## src/rtl/score_pkg.sv

```systemverilog
// Shared constants for the pong score tracker: score width,
// seven-segment codes, END banner glyphs and digit helpers.
package score_pkg;

   localparam int SCORE_W = 5;
   localparam logic [SCORE_W-1:0] SCORE_MAX = 5'd31;

   localparam logic [6:0] SEG_0 = 7'h3F;
   localparam logic [6:0] SEG_1 = 7'h06;
   localparam logic [6:0] SEG_2 = 7'h5B;
   localparam logic [6:0] SEG_3 = 7'h4F;
   localparam logic [6:0] SEG_4 = 7'h66;
   localparam logic [6:0] SEG_5 = 7'h6D;
   localparam logic [6:0] SEG_6 = 7'h7D;
   localparam logic [6:0] SEG_7 = 7'h07;
   localparam logic [6:0] SEG_8 = 7'h7F;
   localparam logic [6:0] SEG_9 = 7'h6F;

   localparam int BAN_SCALE = 4;
   localparam int BAN_PITCH = 24;
   localparam int BAN_W     = 68;
   localparam int BAN_H     = 28;
   localparam int GLYPH_W   = 5 * BAN_SCALE;

   // [char][row][col]; char 0..2 = E,N,D, row 0 = top, bit 4 = left
   localparam logic [0:2][0:6][4:0] END_ROM = {
      5'h1F, 5'h10, 5'h10, 5'h1E, 5'h10, 5'h10, 5'h1F,
      5'h11, 5'h19, 5'h15, 5'h13, 5'h11, 5'h11, 5'h11,
      5'h1E, 5'h11, 5'h11, 5'h11, 5'h11, 5'h11, 5'h1E
   };

   function automatic logic [3:0] tens_of(input logic [SCORE_W-1:0] s);
      if (s >= 5'd30)      return 4'd3;
      else if (s >= 5'd20) return 4'd2;
      else if (s >= 5'd10) return 4'd1;
      else                 return 4'd0;
   endfunction

   function automatic logic [3:0] ones_of(input logic [SCORE_W-1:0] s);
      if (s >= 5'd30)      return 4'(s - 5'd30);
      else if (s >= 5'd20) return 4'(s - 5'd20);
      else if (s >= 5'd10) return 4'(s - 5'd10);
      else                 return 4'(s);
   endfunction

endpackage

```

## src/rtl/score_tracker_if.sv

```systemverilog
// Bundle between game logic / pixel mux (master) and the
// score tracker (slave).
interface score_tracker_if;
   import score_pkg::*;

   logic               hit_right;
   logic               hit_left;
   logic               clear;
   logic [SCORE_W-1:0] max_score;
   logic [9:0]         x;
   logic [9:0]         y;
   logic [SCORE_W-1:0] score_p1;
   logic [SCORE_W-1:0] score_p2;
   logic [6:0]         p1_tens_seg;
   logic [6:0]         p1_ones_seg;
   logic [6:0]         p2_tens_seg;
   logic [6:0]         p2_ones_seg;
   logic               game_over;
   logic               endgame_pix;

   modport master (
      output hit_right, hit_left, clear, max_score, x, y,
      input  score_p1, score_p2,
      input  p1_tens_seg, p1_ones_seg, p2_tens_seg, p2_ones_seg,
      input  game_over, endgame_pix
   );

   modport slave (
      input  hit_right, hit_left, clear, max_score, x, y,
      output score_p1, score_p2,
      output p1_tens_seg, p1_ones_seg, p2_tens_seg, p2_ones_seg,
      output game_over, endgame_pix
   );

endinterface

```

## src/rtl/digit_seg_enc.sv

```systemverilog
// Decimal digit to active-high seven-segment code (bit0=a .. bit6=g).
module digit_seg_enc
   import score_pkg::*;
(
   input  logic [3:0] i_digit,
   output logic [6:0] o_seg
);

   always_comb begin
      o_seg = 7'h00;
      case (i_digit)
         4'd0:    o_seg = SEG_0;
         4'd1:    o_seg = SEG_1;
         4'd2:    o_seg = SEG_2;
         4'd3:    o_seg = SEG_3;
         4'd4:    o_seg = SEG_4;
         4'd5:    o_seg = SEG_5;
         4'd6:    o_seg = SEG_6;
         4'd7:    o_seg = SEG_7;
         4'd8:    o_seg = SEG_8;
         4'd9:    o_seg = SEG_9;
         default: o_seg = 7'h00;
      endcase
   end

endmodule

```

## src/rtl/score_tracker.sv

```systemverilog
// Pong score counters, 7-seg digit outputs, game-over flag and END banner.
// Define SCORE_SATURATE_EN to hold scores at 31 instead of wrapping.
module score_tracker
   import score_pkg::*;
#(
   parameter int ENDX = 276,
   parameter int ENDY = 220
)
(
   input  logic            clk,
   input  logic            reset_n,
   score_tracker_if.slave  bus
);

   localparam logic [9:0] LX = 10'(ENDX);
   localparam logic [9:0] RX = 10'(ENDX + BAN_W);
   localparam logic [9:0] TY = 10'(ENDY);
   localparam logic [9:0] BY = 10'(ENDY + BAN_H);

   logic               r_hist_r;
   logic               r_hist_l;
   logic [SCORE_W-1:0] r_score_p1;
   logic [SCORE_W-1:0] r_score_p2;
   logic [6:0]         r_p1_tens_seg;
   logic [6:0]         r_p1_ones_seg;
   logic [6:0]         r_p2_tens_seg;
   logic [6:0]         r_p2_ones_seg;
   logic               r_game_over;
   logic               r_pix;

   logic               w_rise_r;
   logic               w_rise_l;
   logic [6:0]         w_p1_tens_seg;
   logic [6:0]         w_p1_ones_seg;
   logic [6:0]         w_p2_tens_seg;
   logic [6:0]         w_p2_ones_seg;
   logic               w_game_over;

   function automatic logic [SCORE_W-1:0] f_inc(input logic [SCORE_W-1:0] s);
`ifdef SCORE_SATURATE_EN
      return (s == SCORE_MAX) ? s : s + 1'b1;
`else
      return s + 1'b1;
`endif
   endfunction

   assign w_rise_r = bus.hit_right & ~r_hist_r;
   assign w_rise_l = bus.hit_left  & ~r_hist_l;

   // History resets high so a hit held through reset release is ignored
   always_ff @(posedge clk) begin
      if (!reset_n) begin
         r_hist_r   <= 1'b1;
         r_hist_l   <= 1'b1;
         r_score_p1 <= '0;
         r_score_p2 <= '0;
      end else begin
         r_hist_r <= bus.hit_right;
         r_hist_l <= bus.hit_left;
         if (bus.clear) begin
            r_score_p1 <= '0;
            r_score_p2 <= '0;
         end else begin
            if (w_rise_r) r_score_p1 <= f_inc(r_score_p1);
            if (w_rise_l) r_score_p2 <= f_inc(r_score_p2);
         end
      end
   end

   digit_seg_enc u_p1_tens (.i_digit(tens_of(r_score_p1)), .o_seg(w_p1_tens_seg));
   digit_seg_enc u_p1_ones (.i_digit(ones_of(r_score_p1)), .o_seg(w_p1_ones_seg));
   digit_seg_enc u_p2_tens (.i_digit(tens_of(r_score_p2)), .o_seg(w_p2_tens_seg));
   digit_seg_enc u_p2_ones (.i_digit(ones_of(r_score_p2)), .o_seg(w_p2_ones_seg));

   assign w_game_over = (bus.max_score != '0) &&
                        ((r_score_p1 == bus.max_score) ||
                         (r_score_p2 == bus.max_score));

   always_ff @(posedge clk) begin
      if (!reset_n) begin
         r_p1_tens_seg <= SEG_0;
         r_p1_ones_seg <= SEG_0;
         r_p2_tens_seg <= SEG_0;
         r_p2_ones_seg <= SEG_0;
         r_game_over   <= 1'b0;
      end else begin
         r_p1_tens_seg <= w_p1_tens_seg;
         r_p1_ones_seg <= w_p1_ones_seg;
         r_p2_tens_seg <= w_p2_tens_seg;
         r_p2_ones_seg <= w_p2_ones_seg;
         r_game_over   <= w_game_over;
      end
   end

   logic       w_in_box;
   logic [9:0] w_dx;
   logic [1:0] w_char;
   logic [9:0] w_off;
   logic [4:0] w_in_ch;
   logic       w_gap;
   logic [2:0] w_col;
   logic [2:0] w_row;
   logic       w_bit;

   // Banner: 24-px character cells, the last 4 px of each cell are blank
   always_comb begin
      w_in_box = (bus.x >= LX) && (bus.x < RX) &&
                 (bus.y >= TY) && (bus.y < BY);
      w_dx     = bus.x - LX;
      if (w_dx >= 10'(2 * BAN_PITCH))  w_char = 2'd2;
      else if (w_dx >= 10'(BAN_PITCH)) w_char = 2'd1;
      else                             w_char = 2'd0;
      w_off    = 10'(BAN_PITCH) * 10'(w_char);
      w_in_ch  = 5'(w_dx - w_off);
      w_gap    = (w_in_ch >= 5'(GLYPH_W));
      w_col    = 3'(w_in_ch >> 2);
      w_row    = 3'((bus.y - TY) >> 2);
      w_bit    = END_ROM[w_char][w_row][3'(3'd4 - w_col)];
   end

   always_ff @(posedge clk) begin
      if (!reset_n) r_pix <= 1'b0;
      else          r_pix <= w_in_box & ~w_gap & w_bit;
   end

   assign bus.score_p1    = r_score_p1;
   assign bus.score_p2    = r_score_p2;
   assign bus.p1_tens_seg = r_p1_tens_seg;
   assign bus.p1_ones_seg = r_p1_ones_seg;
   assign bus.p2_tens_seg = r_p2_tens_seg;
   assign bus.p2_ones_seg = r_p2_ones_seg;
   assign bus.game_over   = r_game_over;
   assign bus.endgame_pix = r_pix;

endmodule

```

## src/flat_wrapper.sv

```systemverilog
// flat-port wrapper written by rule: the top's interface ports become plain ports
module score_tracker_flat import score_pkg::*;
#(
   parameter int ENDX = 276,
   parameter int ENDY = 220
)
  (clk, reset_n, bus_hit_right, bus_hit_left, bus_clear, bus_max_score, bus_x, bus_y, bus_score_p1, bus_score_p2, bus_p1_tens_seg, bus_p1_ones_seg, bus_p2_tens_seg, bus_p2_ones_seg, bus_game_over, bus_endgame_pix);
  score_tracker_if bus_i ();
  input  logic clk;
  input  logic reset_n;
  input wire logic [$bits(bus_i.hit_right)-1:0] bus_hit_right;
  input wire logic [$bits(bus_i.hit_left)-1:0] bus_hit_left;
  input wire logic [$bits(bus_i.clear)-1:0] bus_clear;
  input wire logic [$bits(bus_i.max_score)-1:0] bus_max_score;
  input wire logic [$bits(bus_i.x)-1:0] bus_x;
  input wire logic [$bits(bus_i.y)-1:0] bus_y;
  output wire logic [$bits(bus_i.score_p1)-1:0] bus_score_p1;
  output wire logic [$bits(bus_i.score_p2)-1:0] bus_score_p2;
  output wire logic [$bits(bus_i.p1_tens_seg)-1:0] bus_p1_tens_seg;
  output wire logic [$bits(bus_i.p1_ones_seg)-1:0] bus_p1_ones_seg;
  output wire logic [$bits(bus_i.p2_tens_seg)-1:0] bus_p2_tens_seg;
  output wire logic [$bits(bus_i.p2_ones_seg)-1:0] bus_p2_ones_seg;
  output wire logic [$bits(bus_i.game_over)-1:0] bus_game_over;
  output wire logic [$bits(bus_i.endgame_pix)-1:0] bus_endgame_pix;
  assign bus_i.hit_right = bus_hit_right;
  assign bus_i.hit_left = bus_hit_left;
  assign bus_i.clear = bus_clear;
  assign bus_i.max_score = bus_max_score;
  assign bus_i.x = bus_x;
  assign bus_i.y = bus_y;
  assign bus_score_p1 = bus_i.score_p1;
  assign bus_score_p2 = bus_i.score_p2;
  assign bus_p1_tens_seg = bus_i.p1_tens_seg;
  assign bus_p1_ones_seg = bus_i.p1_ones_seg;
  assign bus_p2_tens_seg = bus_i.p2_tens_seg;
  assign bus_p2_ones_seg = bus_i.p2_ones_seg;
  assign bus_game_over = bus_i.game_over;
  assign bus_endgame_pix = bus_i.endgame_pix;
  score_tracker #(.ENDX(ENDX), .ENDY(ENDY)) u_core (.clk(clk), .reset_n(reset_n), .bus(bus_i));
endmodule
```

## config.mk

```make
export PLATFORM = sky130hd
export DESIGN_NAME = score_tracker_flat
export DESIGN_NICKNAME = d
export VERILOG_FILES = /design/src/rtl/score_pkg.sv /design/src/rtl/score_tracker_if.sv /design/src/rtl/digit_seg_enc.sv /design/src/rtl/score_tracker.sv /design/src/flat_wrapper.sv
export SDC_FILE = /design/constraint.sdc
export NUM_CORES = 1
export LEC_CHECK = 0
export BUFFER_PORTS_ARGS = -buffer_cell sky130_fd_sc_hd__buf_2
export CAP_MARGIN = 20
export CORE_MARGIN = 5
export CORE_UTILIZATION = 25
export CTS_CLUSTER_SIZE = 10
export DETAILED_ROUTE_END_ITERATION = 10
export SLEW_MARGIN = 20
export SYNTH_ARGS = -nofsm -noshare
export SYNTH_HDL_FRONTEND = slang
export SYNTH_HIERARCHICAL = 1
export SYNTH_SLANG_ARGS = --single-unit
```

## constraint.sdc

```tcl
create_clock -name clk -period 7.28 [get_ports clk]
set_input_delay 0.364 -clock clk [delete_from_list [all_inputs] [get_ports clk]]
set_output_delay 0.364 -clock clk [all_outputs]
set_load 0.01 [all_outputs]
```

==> run metrics, run 1 <==
fin crit share=45.0%; TritonCTS Buffers=5; Reg-to-Reg Start=u_core/bus.score_p2[1]; commonest register cell after synthesis=dfxtp_1; Worst Path Arrival=3.44 ns; #FFs+latches synth=42; Clock Latency Late Sink=0.28 ns; Core ar.=0.0131 mm^2; Final TNS setup=0 ns; WP data required=7.45 ns; status=finished clean; share of cells above drive strength 1=21.2%; CTS Hold Bufs=0; final layout net count=523; Mean Syn Cell Area=8.52 um^2; Max VDD drop=0.0000621 V; RSZ-0062 raised after global routing=false; Setup Buffers After CTS=0; largest net degree at the start of global routing=34; Routed WL=7380 um; CTS clk-pin slew, worst paths=0.06 ns; Clock Root Buffer=clkbuf_16; die area=0.0156 mm^2; crit path launch type=primary input; Period minus WS final=3.27 ns; Chip Height=125 um; Hold WS=0.281 ns; Final Skew=0.00499 ns; FILL cells=1400; CP Launch Point=bus_x[2]; Initial Util=25.2%; Min-Delay Startpoint=bus_hit_right; first-pass GRT wire length=12600 um; DPL Wire Length=5740 um; Longest Clk Path Bufs=2; routability cong.=0.783; critical path's slowest cell=a221o_2; Layout area overhead=17.9%; post-synth cell types=58; leak pwr=1.66 nW; initial antenna violation count=0; Post-Synthesis Cells=387; Slew Viols, Final=0; gr usage total=9.48%; First-pass DRT Iterations=4; vias per cell=4.49; CP Max Fanout=13; drc violations=0; area of the mapped netlist=0.00330 mm^2; row count=42; largest area contributor in the netlist=dfxtp_1; grt total ovfl=0; top post-synthesis cells by area=dfxtp_1 25%, ha_1 17%, nand2b_1 5.7%; Antenna Nets Post-Route=0; crit path cell chain=buf_2 -> inv_1 -> ha_1 -> inv_1 -> o21ai_0 -> a221o_2 -> nand3_1 -> inv_1 -> ha_1 -> ha_1 -> xnor3_1 -> a41o_1 -> o311a_1; vias in the first global route=2703; Wirelength per Cell=11.8 um; Post-synth EDFFs=0; fmax=306 MHz; commonest non-fill, non-tap cell in the layout=buf_2; # H-tree levels=2; CP peak stage delay=0.45 ns; Setup crit end kind=flop; cts repair resizes=0; Seq/Total Area, Yosys=25.5%; share of flip-flops with an asynchronous set or reset=0%; Die Width=125 um; DRT iter0 DRCs=120; Max-Cap Viols=0; Final Setup Violations=0; IO Port Bufs=67; CTS tree=yes; Sink Count=42; Fin. Hold Viols=0; I/O pins=70; number of inserted diodes=0; Hold Path Class=primary input to flop; most frequent cells in the layout=67 x buf_2, 45 x ha_1, 42 x dfxtp_1, 35 x inv_1, 30 x nand2b_1; Synth Warn #=6; Worst Tran Pin Value=0.971 ns; top cell type's share of synthesized area=25.5%; Rel. slew slack=34.6%; Power Density=140 mW/mm^2; kind of critical path=primary input to flop; DR vias=2806
through the flow:
step,area [um^2],util [%],std cells,total power [mW],setup slack (ns)
2_1_floorplan,3310,-,390,0.310,4.23
3_3_place_gp,3750,28.6,617,0.332,3.80
3_5_place_dp,3750,28.6,617,0.334,3.74
4_1_cts,3890,29.7,625,0.558,4.03
5_1_grt,3890,29.7,625,0.583,3.76
6_report,3890,29.7,625,0.546,4.01
worst max-delay path, delay by kind of cell:
kind	cells	cell delay, ns
fa+ha+maj	3	0.86
xor+xnor	1	0.41
compound gates	4	1.09
buf+inv	4	0.53
simple gates	1	0.19
synth_stat cells, drive strengths merged (2+ instances only):
| library cell | instances |
|---|---|
| nor2b | 8 |
| o31a | 2 |
| nand2 | 15 |
| nor2 | 26 |
| a31oi | 5 |
| a21o | 5 |
| nand2b | 33 |
| o22ai | 19 |
| a21boi | 2 |
| o311a | 3 |
| and2 | 5 |
| or3 | 2 |
| mux2i | 5 |
| nor3 | 11 |
| clkbuf | 7 |
| xnor2 | 17 |
| a2111oi | 2 |
| xor2 | 11 |
| buf | 9 |
| o21a | 4 |
| a211oi | 6 |
| a21oi | 17 |
| o211a | 2 |
| nand3 | 8 |
| ha | 45 |
| dfxtp | 42 |
| a22o | 2 |
| o211ai | 2 |
| o21ai | 19 |
| inv | 38 |
| a221o | 2 |
layer usage:
layer	routed length [um]	vias to the layer above	track usage (%)
li1	-	1451	-
met1	3580	1275	12.3
met2	3340	73	15.5
met3	346	7	2.06
met4	116	0	3.51
met5	0	-	0
where the power goes:
group	leakage, nW	switching (mW)	internal, mW
Sequential	0.344	0.00289	0.236
Clock	0.0708	0.0892	0.127
Combinational	1.24	0.0498	0.0404
cell type report:
class / instances / area (um^2) / share of cell area, %
inverter: 38 / 143 / 3.67
sequential: 42 / 841 / 21.6
clock buffer: 6 / 129 / 3.31
tap: 176 / 220 / 5.66
multi-input combinational: 294 / 2210 / 56.8
clock inverter: 2 / 13.8 / 0.354
timing repair buffer: 67 / 335 / 8.62
cell families (layout without fill, tap and decap cells):
family,count (synthesis),count (layout),share of synthesized area (%)
AND/OR/NAND/NOR,113,113,19.2
AO/OA/AOI/OAI,98,98,20.6
other,1,4,0.114
buffers and inverters,54,113,7.89
adder cells (fa/ha/maj),45,45,17.1
XOR/XNOR,29,29,8.12
flip-flops,42,42,25.5
multiplexers,5,5,1.52
final timing paths:
path,end,slack [ns],cells past startpoint
worst max-delay path,u_core/bus.endgame_pix,4.01,13
worst max register to register,u_core/bus.p2_ones_seg[4],4.08,11
worst min-delay path,u_core/r_hist_r,0.28,2
worst min register to register,u_core/bus.score_p2[1],0.60,3
registers in the layout, indices dropped and copies added (netlist names):
| name | cells |
|---|---|
| u_core/bus.p1_ones_seg | 7 |
| u_core/bus.p2_tens_seg | 7 |
| u_core/bus.p1_tens_seg | 7 |
| u_core/bus.p2_ones_seg | 7 |
| u_core/bus.endgame_pix | 1 |
| u_core/bus.score_p1 | 5 |
| u_core/bus.score_p2 | 5 |
| u_core/r_hist_l | 1 |
| u_core/bus.game_over | 1 |
| u_core/r_hist_r | 1 |
Note: power is estimated with default switching activity, not from simulation.
==> run 2: changes to the inputs <==
- clock period: 7.28 -> 3.3 ns (I/O delays scaled with it)
==> run 2 against run 1 <==
  * Register-to-register slack lost 3.7 ns
  * Clock power grew 130%
  * Via count grew 2.0%
  * Global-route usage grew 0.46 points
  * Largest cell class unchanged
  * Highest routed layer unchanged
==> run metrics, run 2 (synthesis results as in run 1) <==
Setup crit end kind=flop (unchanged); Final Setup Violations=0 (unchanged); Slew Viols, Final=0 (unchanged); Clock Root Buffer=clkbuf_16 (unchanged); TritonCTS Buffers=5 (unchanged); cts repair resizes=0 (unchanged); vias in the first global route=2878 (was 2703); Worst Tran Pin Value=0.805 ns (was 0.971 ns); R2R cell count=11 (unchanged); Critical Path Most Common Cell=ha_1; CTS tree=yes (unchanged); Antenna Nets Post-Route=0 (unchanged); Final TNS setup=0 ns (unchanged); Chip Height=125 um (unchanged); Wirelength per Cell=12.1 um (was 11.8 um); crit path launch type=flop (was primary input); Clock Latency Late Sink=0.29 ns (was 0.28 ns); reg2reg setup slack=0.37 ns (was 4.08 ns); CP Max Fanout=8 (was 13); number of inserted diodes=0 (unchanged); Setup Buffers After CTS=0 (unchanged); Psw=327 uW (was 142 uW); Worst Path Arrival=3.08 ns (was 3.44 ns); Longest Clk Path Bufs=2 (unchanged); CP Launch Point=u_core/bus.score_p1[1] (was bus_x[2]); gr usage total=9.95% (was 9.48%); kind of critical path=flop to flop (was primary input to flop); Sw Share=26.8% (was 26.0%); Reg-to-Reg Start=u_core/bus.score_p1[1] (was u_core/bus.score_p2[1]); drc violations=0 (unchanged); WP buf/inv=2 (was 4); Sink Count=42 (unchanged); grt total ovfl=0 (unchanged); Fin. Hold Viols=0 (unchanged); Clock Power Share=40.2% (was 39.6%); Max-Cap Viols=0 (unchanged); DPL Wire Length=6000 um (was 5740 um); Min-Delay Startpoint=bus_hit_right (unchanged); Period minus WS final=2.93 ns; largest net degree at the start of global routing=34 (unchanged); final layout net count=530 (was 523); die area=0.0156 mm^2 (unchanged); # H-tree levels=2 (unchanged); Final Skew=0.00964 ns (was 0.00499 ns); Routed WL=7630 um (was 7380 um); status=finished clean (unchanged); CP peak stage delay=0.49 ns (was 0.45 ns); Reg2Reg Capture Point=u_core/bus.p1_ones_seg[5] (was u_core/bus.p2_ones_seg[4]); WP data required=3.45 ns (was 7.45 ns); commonest non-fill, non-tap cell in the layout=buf_2 (unchanged); vias per cell=4.53 (was 4.49); DRT iter0 DRCs=134 (was 120); Int Pwr=894 uW (was 404 uW); IO Port Bufs=67 (unchanged); fin crit share=88.9%; Hold Path Depth=2 (unchanged); fmax=341 MHz; first-pass GRT wire length=13300 um (was 12600 um); crit path cell chain=inv_1 -> ha_1 -> a211oi_1 -> nor2_1 -> a21oi_1 -> xnor2_1 -> inv_2 -> ha_1 -> mux2i_1 -> o22ai_1 -> nand2b_1 (was buf_2 -> inv_1 -> ha_1 -> inv_1 -> o21ai_0 -> a221o_2 -> nand3_1 -> inv_1 -> ha_1 -> ha_1 -> xnor3_1 -> a41o_1 -> o311a_1); delay-heaviest family, CP=compound AO/OA/AOI/OAI gates (unchanged); I/O pins=70 (unchanged); row count=42 (unchanged); Hold Path Class=primary input to flop (unchanged); Max VDD drop=0.000143 V (was 0.0000621 V); Hold Path Sink=u_core/r_hist_r (unchanged); fin util=30.1% (was 29.7%); combinational share of power=16.7% (was 16.5%); First-pass DRT Iterations=4 (unchanged); initial antenna violation count=0 (unchanged); most frequent cells in the layout=67 x buf_2, 45 x ha_1, 42 x dfxtp_1, 35 x inv_1, 30 x nand2b_1 (unchanged); RSZ-0062 raised after global routing=false (unchanged); sequential power share=43.2% (was 43.8%); Die Width=125 um (unchanged); CTS clk-pin slew, worst paths=0.07 ns (was 0.06 ns); Layout area overhead=19.5% (was 17.9%); share of cells above drive strength 1=22.4% (was 21.2%); Initial Util=25.2% (unchanged); leak pwr=1.69 nW (was 1.66 nW); CTS Hold Bufs=0 (unchanged); critical path's slowest cell=dfxtp_1 (was a221o_2); FILL cells=1428 (was 1400); routability cong.=0.810 (was 0.783); Rel. slew slack=46.3% (was 34.6%); Core ar.=0.0131 mm^2 (unchanged); DR vias=2863 (was 2806); Power Density=310 mW/mm^2 (was 140 mW/mm^2)
==> run 2: metal layers <==
layer | vias up | track usage, % | routed length, um | part of all wire (%)
li1 | 1468 | - | - | -
met1 | 1326 | 12.3 | 3560 | 47
met2 | 61 | 17.2 | 3600 | 47
met3 | 8 | 2.02 | 350 | 4.6
met4 | 0 | 3.32 | 115 | 1.5
met5 | - | 0 | 0 | 0
==> run 2: area by class of cell <==
| cell class | count | area (um^2) | share of cell area, % |
|---|---|---|---|
| tap | 176 | 220 | 5.59 |
| timing repair buffer | 74 | 388 | 9.84 |
| sequential | 42 | 841 | 21.3 |
| clock buffer | 6 | 129 | 3.27 |
| inverter | 38 | 143 | 3.62 |
| multi-input combinational | 294 | 2210 | 56.0 |
| clock inverter | 2 | 13.8 | 0.349 |
==> run 2: per-stage QoR <==
stage                     power [mW]  hold WS, ns  setup WS [ns]  std cells  cell area (um^2)
after floorplan                0.684        0.238          0.452        390              3310
after global placement         0.735        0.364          0.341        624              3800
after detailed placement       0.741        0.365          0.308        624              3800
after CTS                       1.24       0.0680          0.378        632              3940
after global routing            1.29       0.0784         0.0488        632              3940
final                           1.22       0.0728          0.367        632              3940
==> run 2: worst max path at each step <==
stage | endpoint | slack (ns) | cells after the start
finish | u_core/bus.p1_ones_seg[5] | 0.37 | 11
global placement | u_core/bus.endgame_pix | 0.34 | 13
floorplan | u_core/bus.endgame_pix | 0.45 | 12
global route | u_core/bus.p1_ones_seg[5] | 0.05 | 11
detailed placement | u_core/bus.endgame_pix | 0.31 | 13
CTS | u_core/bus.p1_ones_seg[3] | 0.38 | 12
==> run 2: power by group through the flow <==
stage	Sequential, mW	Combinational, mW	Clock (mW)
2_1_floorplan	0.546	0.138	0
3_3_place_gp	0.538	0.197	0
3_5_place_dp	0.539	0.202	0
4_1_cts	0.527	0.203	0.515
5_1_grt	0.528	0.229	0.535
6_report	0.527	0.203	0.490
==> run 3: changes to the inputs <==
- CAP_MARGIN: 20 -> 30
- clock period: 3.3 -> 3.35 ns (I/O delays scaled with it)
==> run 3 against run 2 <==
  * Setup slack improved by 0.048 ns
  * Maximum frequency about the same
  * Critical path depth increased by 2
  * Sequential power decreased by 2%
  * Combinational power about the same
  * Global-route usage decreased by 0.23 points
  * Clock skew decreased by 0.0036 ns
  * Total power decreased by 1.6%
  * Sequential cell count unchanged
  * Count of clock-buffer cells in the layout unchanged
  * Register-to-register slack improved by 0.05 ns
==> run metrics, run 3 (synthesis results as in run 1) <==
CP Max Fanout=8 (unchanged); CTS Hold Bufs=0 (unchanged); Power Density=304 mW/mm^2 (was 310 mW/mm^2); Critical Path Most Common Cell=a21oi_1 (was ha_1); first-pass GRT wire length=12900 um (was 13300 um); DPL Wire Length=5940 um (was 6000 um); IO Port Bufs=67 (unchanged); critical path's slowest cell=xnor2_1 (was dfxtp_1); grt total ovfl=0 (unchanged); Setup crit end kind=flop (unchanged); WP data required=3.57 ns (was 3.45 ns); Fin. Hold Viols=0 (unchanged); Period minus WS final=2.93 ns (about the same); Finished Layout Cells=633 (was 632); final setup margin=0.415 ns (was 0.367 ns); Wirelength per Cell=11.9 um (was 12.1 um); leak pwr=1.70 nW (was 1.69 nW); Final Skew=0.00603 ns (was 0.00964 ns); RSZ-0062 raised after global routing=false (unchanged); # H-tree levels=2 (unchanged); Initial Util=25.2% (unchanged); largest net degree at the start of global routing=34 (unchanged); Core ar.=0.0131 mm^2 (unchanged); final layout net count=531 (was 530); drc violations=0 (unchanged); I/O pins=70 (unchanged); Final Cell Area=0.00395 mm^2 (was 0.00394 mm^2); status=finished clean (unchanged); DRT iter0 DRCs=149 (was 134); gr usage total=9.72% (was 9.95%); DP Worst Slack=0.398 ns (was 0.308 ns); Tot Pwr=1.20 mW (was 1.22 mW); FILL cells=1403 (was 1428); routability cong.=0.802 (was 0.810); Chip Height=125 um (unchanged); initial antenna violation count=0 (unchanged); Die Width=125 um (unchanged); Worst Path Arrival=3.15 ns (was 3.08 ns); Hold WS=0.0759 ns (was 0.0728 ns); vias in the first global route=2859 (was 2878); commonest non-fill, non-tap cell in the layout=buf_2 (unchanged); reg2reg setup slack=0.42 ns (was 0.37 ns); kind of critical path=flop to flop (unchanged); Worst Tran Pin Value=0.797 ns (was 0.805 ns); fmax=341 MHz (about the same); Rel. slew slack=46.9% (was 46.3%); WP buf/inv=3 (was 2); Clock Latency Late Sink=0.29 ns (about the same); Longest Clk Path Bufs=2 (unchanged); row count=42 (unchanged); Max-Cap Viols=0 (unchanged); delay-heaviest family, CP=compound AO/OA/AOI/OAI gates (unchanged); Routed WL=7540 um (was 7630 um); Final TNS setup=0 ns (unchanged); number of inserted diodes=0 (unchanged); First-pass DRT Iterations=4 (unchanged); Clock Root Buffer=clkbuf_16 (unchanged); die area=0.0156 mm^2 (unchanged); TritonCTS Buffers=5 (unchanged); Max VDD drop=0.000151 V (was 0.000143 V); Antenna Nets Post-Route=0 (unchanged); CTS tree=yes (unchanged); Final Setup Violations=0 (unchanged); fin crit share=87.6% (was 88.9%); cts repair resizes=0 (unchanged); DR vias=2847 (was 2863); Slew Viols, Final=0 (unchanged); CP peak stage delay=0.59 ns (was 0.49 ns); Sequential Area=841 um^2 (unchanged); vias per cell=4.50 (was 4.53); Hold Path Class=primary input to flop (unchanged); share of cells above drive strength 1=22.5% (was 22.4%); most frequent cells in the layout=67 x buf_2, 45 x ha_1, 42 x dfxtp_1, 35 x inv_1, 30 x nand2b_1 (unchanged); Placed Instances=625 (was 624); multi-input logic area=0.00221 mm^2 (unchanged); fin util=30.2% (was 30.1%); crit path cell chain=inv_1 -> ha_1 -> inv_1 -> o21ai_0 -> a21oi_1 -> a21oi_1 -> xnor2_1 -> inv_2 -> ha_1 -> nor2_1 -> a21oi_1 -> o22ai_1 -> nand2b_1 (was inv_1 -> ha_1 -> a211oi_1 -> nor2_1 -> a21oi_1 -> xnor2_1 -> inv_2 -> ha_1 -> mux2i_1 -> o22ai_1 -> nand2b_1); CTS clk-pin slew, worst paths=0.06 ns (was 0.07 ns); crit path launch type=flop (unchanged); Area after DPL=0.00381 mm^2 (was 0.00380 mm^2); Setup Buffers After CTS=0 (unchanged); Layout area overhead=19.8% (was 19.5%); Sink Count=42 (unchanged)
[run 3: changes by cell type in the layout (fill, tap and decap cells not counted)]
cell	delta
buf_4	+1
[run 3: path summary, 6_finish.rpt]
| kind | startpoint | to | cells past startpoint |
|---|---|---|---|
| setup / recovery | u_core/bus.score_p1[2] | u_core/bus.p1_ones_seg[3] | 13 |
| hold / removal | bus_hit_left | u_core/r_hist_l | 2 |
| setup reg to reg | u_core/bus.score_p1[2] | u_core/bus.p1_ones_seg[3] | 13 |
| hold reg to reg | u_core/bus.score_p2[0] | u_core/bus.score_p2[1] | 3 |
[run 3: per-layer routing]
layer  track usage, %  vias up  part of all wire (%)
li1                 -     1465                     -
met1             11.9     1312                    46
met2             17.0       63                    48
met3             1.93        7                   4.7
met4             3.19        0                   1.3
met5                0        -                     0
[run 3: area by class of cell]
cell class,count,share of cell area (%)
Sequential cell,42,21.3
Multi-Input combinational cell,294,55.9
Clock buffer,6,3.26
Clock inverter,2,0.348
Timing Repair Buffer,75,10.0
Inverter,38,3.61
Tap cell,176,5.57
[run 3: power breakdown]
part           leakage [nW]  total [mW]  switching [mW]  internal (mW)
Sequential            0.344       0.518         0.00461          0.514
Combinational          1.28       0.200           0.111         0.0899
Clock                0.0708       0.482           0.205          0.277
Total                  1.70        1.20           0.321          0.880
[run 3: worst register-to-register path: stages (launching register included)]
cell and delay (ns):
dfxtp_1 0.51, inv_1 0.19, ha_1 0.22, inv_1 0.05, o21ai_0 0.06, a21oi_1 0.24
a21oi_1 0.15, xnor2_1 0.59, inv_2 0.14, ha_1 0.22, nor2_1 0.10, a21oi_1 0.07
o22ai_1 0.20, nand2b_1 0.12
